File: config.mk
export PLATFORM = sky130hd
export DESIGN_NAME = hazard_ctrl
export DESIGN_NICKNAME = d
export VERILOG_FILES = /design/src/rtl/hazard_ctrl.sv
export SDC_FILE = /design/constraint.sdc
export NUM_CORES = 1
export LEC_CHECK = 0
export BUFFER_PORTS_ARGS = -buffer_cell sky130_fd_sc_hd__buf_4
export CORE_ASPECT_RATIO = 0.8
export CORE_UTILIZATION = 50
export DETAILED_ROUTE_END_ITERATION = 10
export GPL_ROUTABILITY_DRIVEN = 0
export PLACE_DENSITY_LB_ADDON = 0.3
export RECOVER_POWER = 100
export SYNTH_ARGS = -nofsm -noshare
export SYNTH_HDL_FRONTEND = slang
export SYNTH_SLANG_ARGS = --single-unit
File: constraint.sdc
create_clock -name clk -period 3.4 [get_ports clk]
set_input_delay 0.17 -clock clk [delete_from_list [all_inputs] [get_ports clk]]
set_output_delay 0.17 -clock clk [all_outputs]
set_load 0.01 [all_outputs]
File: src/rtl/hazard_ctrl.sv
// Hazard controller for a 5-stage MIPS pipeline: tracks in-flight destinations
// for EX/MEM/WB, stalls on RAW hazards and squashes younger work on a taken branch.
module hazard_ctrl #(
  parameter int FORWARD = 1,
  parameter int CNT_W   = 16
) (
  input  logic             clk,
  input  logic             reset,
  input  logic             id_valid,
  input  logic [31:0]      id_instruction,
  input  logic             id_reg_write,
  input  logic             id_mem_read,
  input  logic             id_mem_write,
  input  logic             id_branch,
  input  logic             id_reg_dst,
  input  logic             mem_branch_taken,
  output logic             pc_write,
  output logic             ifid_write,
  output logic             idex_bubble,
  output logic             ifid_flush,
  output logic             idex_flush,
  output logic             exmem_flush,
  output logic [CNT_W-1:0] stall_cycles,
  output logic [CNT_W-1:0] flush_count
);

  localparam int NS = 3;  // index 0 = EX, 1 = MEM, 2 = WB
  localparam logic [CNT_W-1:0] CNT_MAX = '1;

  logic [NS-1:0]      sb_v_reg, sb_rw_reg, sb_mr_reg;
  logic [NS-1:0][4:0] sb_dst_reg;
  logic [NS-1:0]      sb_v_next, sb_rw_next, sb_mr_next;
  logic [NS-1:0][4:0] sb_dst_next;
  logic [CNT_W-1:0]   stall_cnt_reg, flush_cnt_reg;

  logic [4:0]    rs, rt, rd, id_dst;
  logic          use_rs, use_rt;
  logic [NS-1:0] match;
  logic          hazard, stall, flush;
  logic          unused_bits;

  assign rs     = id_instruction[25:21];
  assign rt     = id_instruction[20:16];
  assign rd     = id_instruction[15:11];
  assign id_dst = id_reg_dst ? rd : rt;
  assign use_rs = id_valid;
  assign use_rt = id_valid & (id_reg_dst | id_mem_write | id_branch);

  for (genvar gi = 0; gi < NS; gi++) begin : g_match
    assign match[gi] = sb_v_reg[gi] & sb_rw_reg[gi] & (sb_dst_reg[gi] != 5'd0) &
                       ((use_rs & (sb_dst_reg[gi] == rs)) |
                        (use_rt & (sb_dst_reg[gi] == rt)));
  end

  // With forwarding only a load still in EX cannot supply its result in time.
  if (FORWARD != 0) begin : g_fwd
    assign hazard = match[0] & sb_mr_reg[0];
  end else begin : g_nofwd
    assign hazard = |match;
  end

  // Gated by reset so outputs drop to their idle values without a clock edge.
  assign flush = mem_branch_taken & ~reset;
  assign stall = hazard & ~flush & ~reset;

  assign pc_write     = ~stall;
  assign ifid_write   = ~stall;
  assign idex_bubble  = stall;
  assign ifid_flush   = flush;
  assign idex_flush   = flush;
  assign exmem_flush  = flush;
  assign stall_cycles = stall_cnt_reg;
  assign flush_count  = flush_cnt_reg;

  assign unused_bits = ^{id_instruction[31:26], id_instruction[10:0], match, sb_mr_reg};

  always_comb begin
    sb_v_next   = {sb_v_reg[1:0], id_valid};
    sb_rw_next  = {sb_rw_reg[1:0], id_reg_write};
    sb_mr_next  = {sb_mr_reg[1:0], id_mem_read};
    sb_dst_next = {sb_dst_reg[1:0], id_dst};
    if (stall || flush) sb_v_next[0] = 1'b0;
    // The instruction leaving EX is younger than the taken branch, so it dies too.
    if (flush) sb_v_next[1] = 1'b0;
  end

  always_ff @(posedge clk or posedge reset) begin
    if (reset) begin
      sb_v_reg   <= '0;
      sb_rw_reg  <= '0;
      sb_mr_reg  <= '0;
      sb_dst_reg <= '0;
    end else begin
      sb_v_reg   <= sb_v_next;
      sb_rw_reg  <= sb_rw_next;
      sb_mr_reg  <= sb_mr_next;
      sb_dst_reg <= sb_dst_next;
    end
  end

  always_ff @(posedge clk or posedge reset) begin
    if (reset) begin
      stall_cnt_reg <= '0;
      flush_cnt_reg <= '0;
    end else begin
      if (stall && stall_cnt_reg != CNT_MAX) stall_cnt_reg <= stall_cnt_reg + 1'b1;
      if (flush && flush_cnt_reg != CNT_MAX) flush_cnt_reg <= flush_cnt_reg + 1'b1;
    end
  end

endmodule

==> out/qor.txt <==
Hold Vio Cnt, Final: 0
Skew final: 0.00535 ns
CTS Buffer Depth: 2
Layout cells sized above 1: 16.3%
Layout area overhead: 21.7%
Setup violations, final: 0
Post-Synthesis Cell Area: 2040 um2
Crit. End Element: output pin
RSZ-0062 raised after global routing: no
Net Count, Synth: 228
Reg2Reg Setup Slack: 1.16 ns
Post-DRT Antenna Nets: 0
Wire length of the first global-routing pass: 6.96 mm
Initial DRC count: 107
Port buffer count: 61
# nets final: 294
Core area: 3850 um2
Net Sw Frac: 29.0%
Top fanout value on the critical path: 16
Vias: 1603
Hold Path Class: in -> reg
Aggregate global-route resource usage: 21.1%
Reg2reg path depth: 5
Hold endpoint: sb_dst_next[8]$_DFF_PP0_
Final min period: 2.49 ns
Worst r2r dst: stall_cycles[1]$_DFFE_PP0P_
Post-route setup TNS: 0 ns
Antenna cell count: 0
Failing checks: max-capacitance violations, max-slew violations
Syn Area/Cell: 11.0 um2
CP Launch Type: flop
R2r startpoint: sb_dst_next[5]$_DFF_PP0_
Beginning of the worst hold path: id_instruction[14]
Synth Register Bits: 40
Die Y: 59.1 um
Unique cell type count in the Yosys netlist: 36
Post-synthesis sequential area ratio: 49.1%
Routed Wire Length: 4.11 mm
Die footprint: 4340 um2
Routed len/inst: 13.4 um
Max Transition Viols Final: 31
Lkg Pwr: 1.15 nW
Cell Int Power: 0.827 mW
Peak VDD IR: 343 uV
Combinational power share: 15.7%
Gr ovfl total: 0
Die Wd: 73.4 um
Fin crit share: 73.3%
Post-DP HPWL: 3.01 mm
Cells after Synth: 185
Clk pin slew, worst setup/hold paths: 0.08 ns
Max-cap violations: 1
Worst Tran Pin Value: 1.59 ns
Clock Tree Root: clkbuf_8
Post_cts resized: 0
Clk network pwr share: 33.2%
Vias in the first global route: 1523
Final Power: 1.16 mW
# DRC: 0
Rows: 20
Router iterations before antenna repair: 4
Worst Hold Depth: 2
Largest net degree at the start of global routing: 31
Initial Utilization: 52.9%
PwrDens: 469 nW/um2
Max transition margin: -5.98%
Ys Warns: 0
Initial antenna violation count: 0
Setup Crit Path Kind: reg -> out
Outcome: finished, violations left
Required time of the worst setup path: 3.23 ns
TritonCTS clock tree: built
Worst Path Arrival: 2.32 ns
# fillers: 376
Sink Count: 40
H-tree Lvls: 2
Peak Freq: 402 MHz
TritonCTS buffer count: 5
P_sw: 0.337 mW
Clk_lat worst skew: 0.30 ns
Sequential power share: 51.1%
Ports: 79
Detailed-route vias per instance: 5.22
## power by group through the flow
stage               registers [mW]  clock network, mW  logic (mW)
floorplan                    0.605                  0      0.0987
global placement             0.602                  0       0.212
detailed placement           0.603                  0       0.220
CTS                          0.596              0.390       0.223
global route                 0.608              0.411       0.204
finish                       0.595              0.387       0.182
## timing repair
action                                  CTS  global route
hold endpoints to repair                 12             0
hold buffers                              3             0
setup buffers                             0             0
endpoints found under the setup margin    0             0
## kinds of logic (layout without fill, tap and decap cells)
group                      after synthesis  count (layout)  synth area share [%]
xor gates and xnor gates                38              38                  16.3
buffers and inverters                   11              78                  3.19
DFF                                     40              40                  49.1
AOI/OAI and AO/OA                        6               6                  2.70
and+or+nand+nor                         80              80                  22.7
adders and majority gates                2               2                  1.23
muxes                                    8               8                  4.79
## layout make-up
cell class	instances	area (um2)	share of cell area, %
repair buffers	65	342	13.8
well taps	55	68.8	2.77
clock inverters	2	35.0	1.41
flip-flops and latches	40	1000	40.3
clock buffers	6	72.6	2.92
multi-input cells	134	943	38.0
inverters	5	18.8	0.756
## cells in the mapped netlist, drive strengths merged
cell	instances	area [um2]
ha	2	25.0
xnor2	10	87.6
dfrtp	40	1000
and3	4	25.0
or3b	1	8.76
nand3	12	60.1
o211a	1	10.0
mux2	8	97.6
nor4	3	25.0
buf	6	46.3
nor2	15	63.8
a21oi	1	5.00
or4	4	33.8
nand4	9	56.3
and4	1	8.76
inv	5	18.8
xor2	28	245
a22oi	1	12.5
nor3b	2	26.3
nor4b	2	23.8
o211ai	1	12.5
or3	1	6.26
a31oi	1	6.26
nor3	12	60.1
nand2	12	45.0
o311ai	1	8.76
nand2b	2	20.0
## critical path, cell delays in order (launching register included)
cell	delay, ns
dfrtp_1	0.41
xor2_1	0.19
nor4_2	0.05
a22oi_1	0.91
nand2b_1	0.28
inv_1	0.05
clkbuf_1	0.12
## per-stage QoR
step / std cells / instance area [um2] / hold slack, ns / utilization, % / setup slack (ns)
floorplan: 185 / 2040 / 0.201 / - / 1.42
global placement: 296 / 2530 / 0.197 / 65.6 / 1.34
detailed placement: 296 / 2530 / 0.206 / 65.6 / 1.34
CTS: 307 / 2670 / 0.0991 / 69.2 / 1.12
global route: 307 / 2480 / 0.105 / 64.4 / 0.678
finish: 307 / 2480 / 0.101 / 64.4 / 0.909
## cell usage in the layout, fill, tap and decap left out, types with 3 or more instances in the layout
cell and n:
inv_1 5, xor2_1 28, nor3_1 12, nand3_1 12
mux2_2 6, dfrtp_1 40, clkbuf_1 41, nand2_1 12
or4_1 3, nor2_1 14, nand4_1 9, clkbuf_8 5
xnor2_1 10, dlygate4sd3_1 3, and3_1 4, buf_4 19
## worst max-delay path by stage
stage | startpoint | end | slack [ns] | cells after the start
2_1_floorplan | stall_cycles[0]$_DFFE_PP0P_ | stall_cycles[12]$_DFFE_PP0P_ | 1.42 | 5
3_3_place_gp | stall_cycles[0]$_DFFE_PP0P_ | stall_cycles[1]$_DFFE_PP0P_ | 1.34 | 6
3_5_place_dp | stall_cycles[0]$_DFFE_PP0P_ | stall_cycles[12]$_DFFE_PP0P_ | 1.34 | 5
4_1_cts | sb_dst_next[5]$_DFF_PP0_ | idex_bubble | 1.12 | 6
5_1_grt | sb_dst_next[5]$_DFF_PP0_ | idex_bubble | 0.68 | 6
6_report | sb_dst_next[5]$_DFF_PP0_ | idex_bubble | 0.91 | 6
## metal layers
metal | track usage [%] | share of wire (%) | vias up
met5 | 0 | 0 | -
met4 | 7.42 | 1.1 | 0
met3 | 6.12 | 7.7 | 4
met2 | 33.2 | 44 | 62
met1 | 28.2 | 47 | 759
li1 | - | - | 778
(Power assumes the default switching activity.)
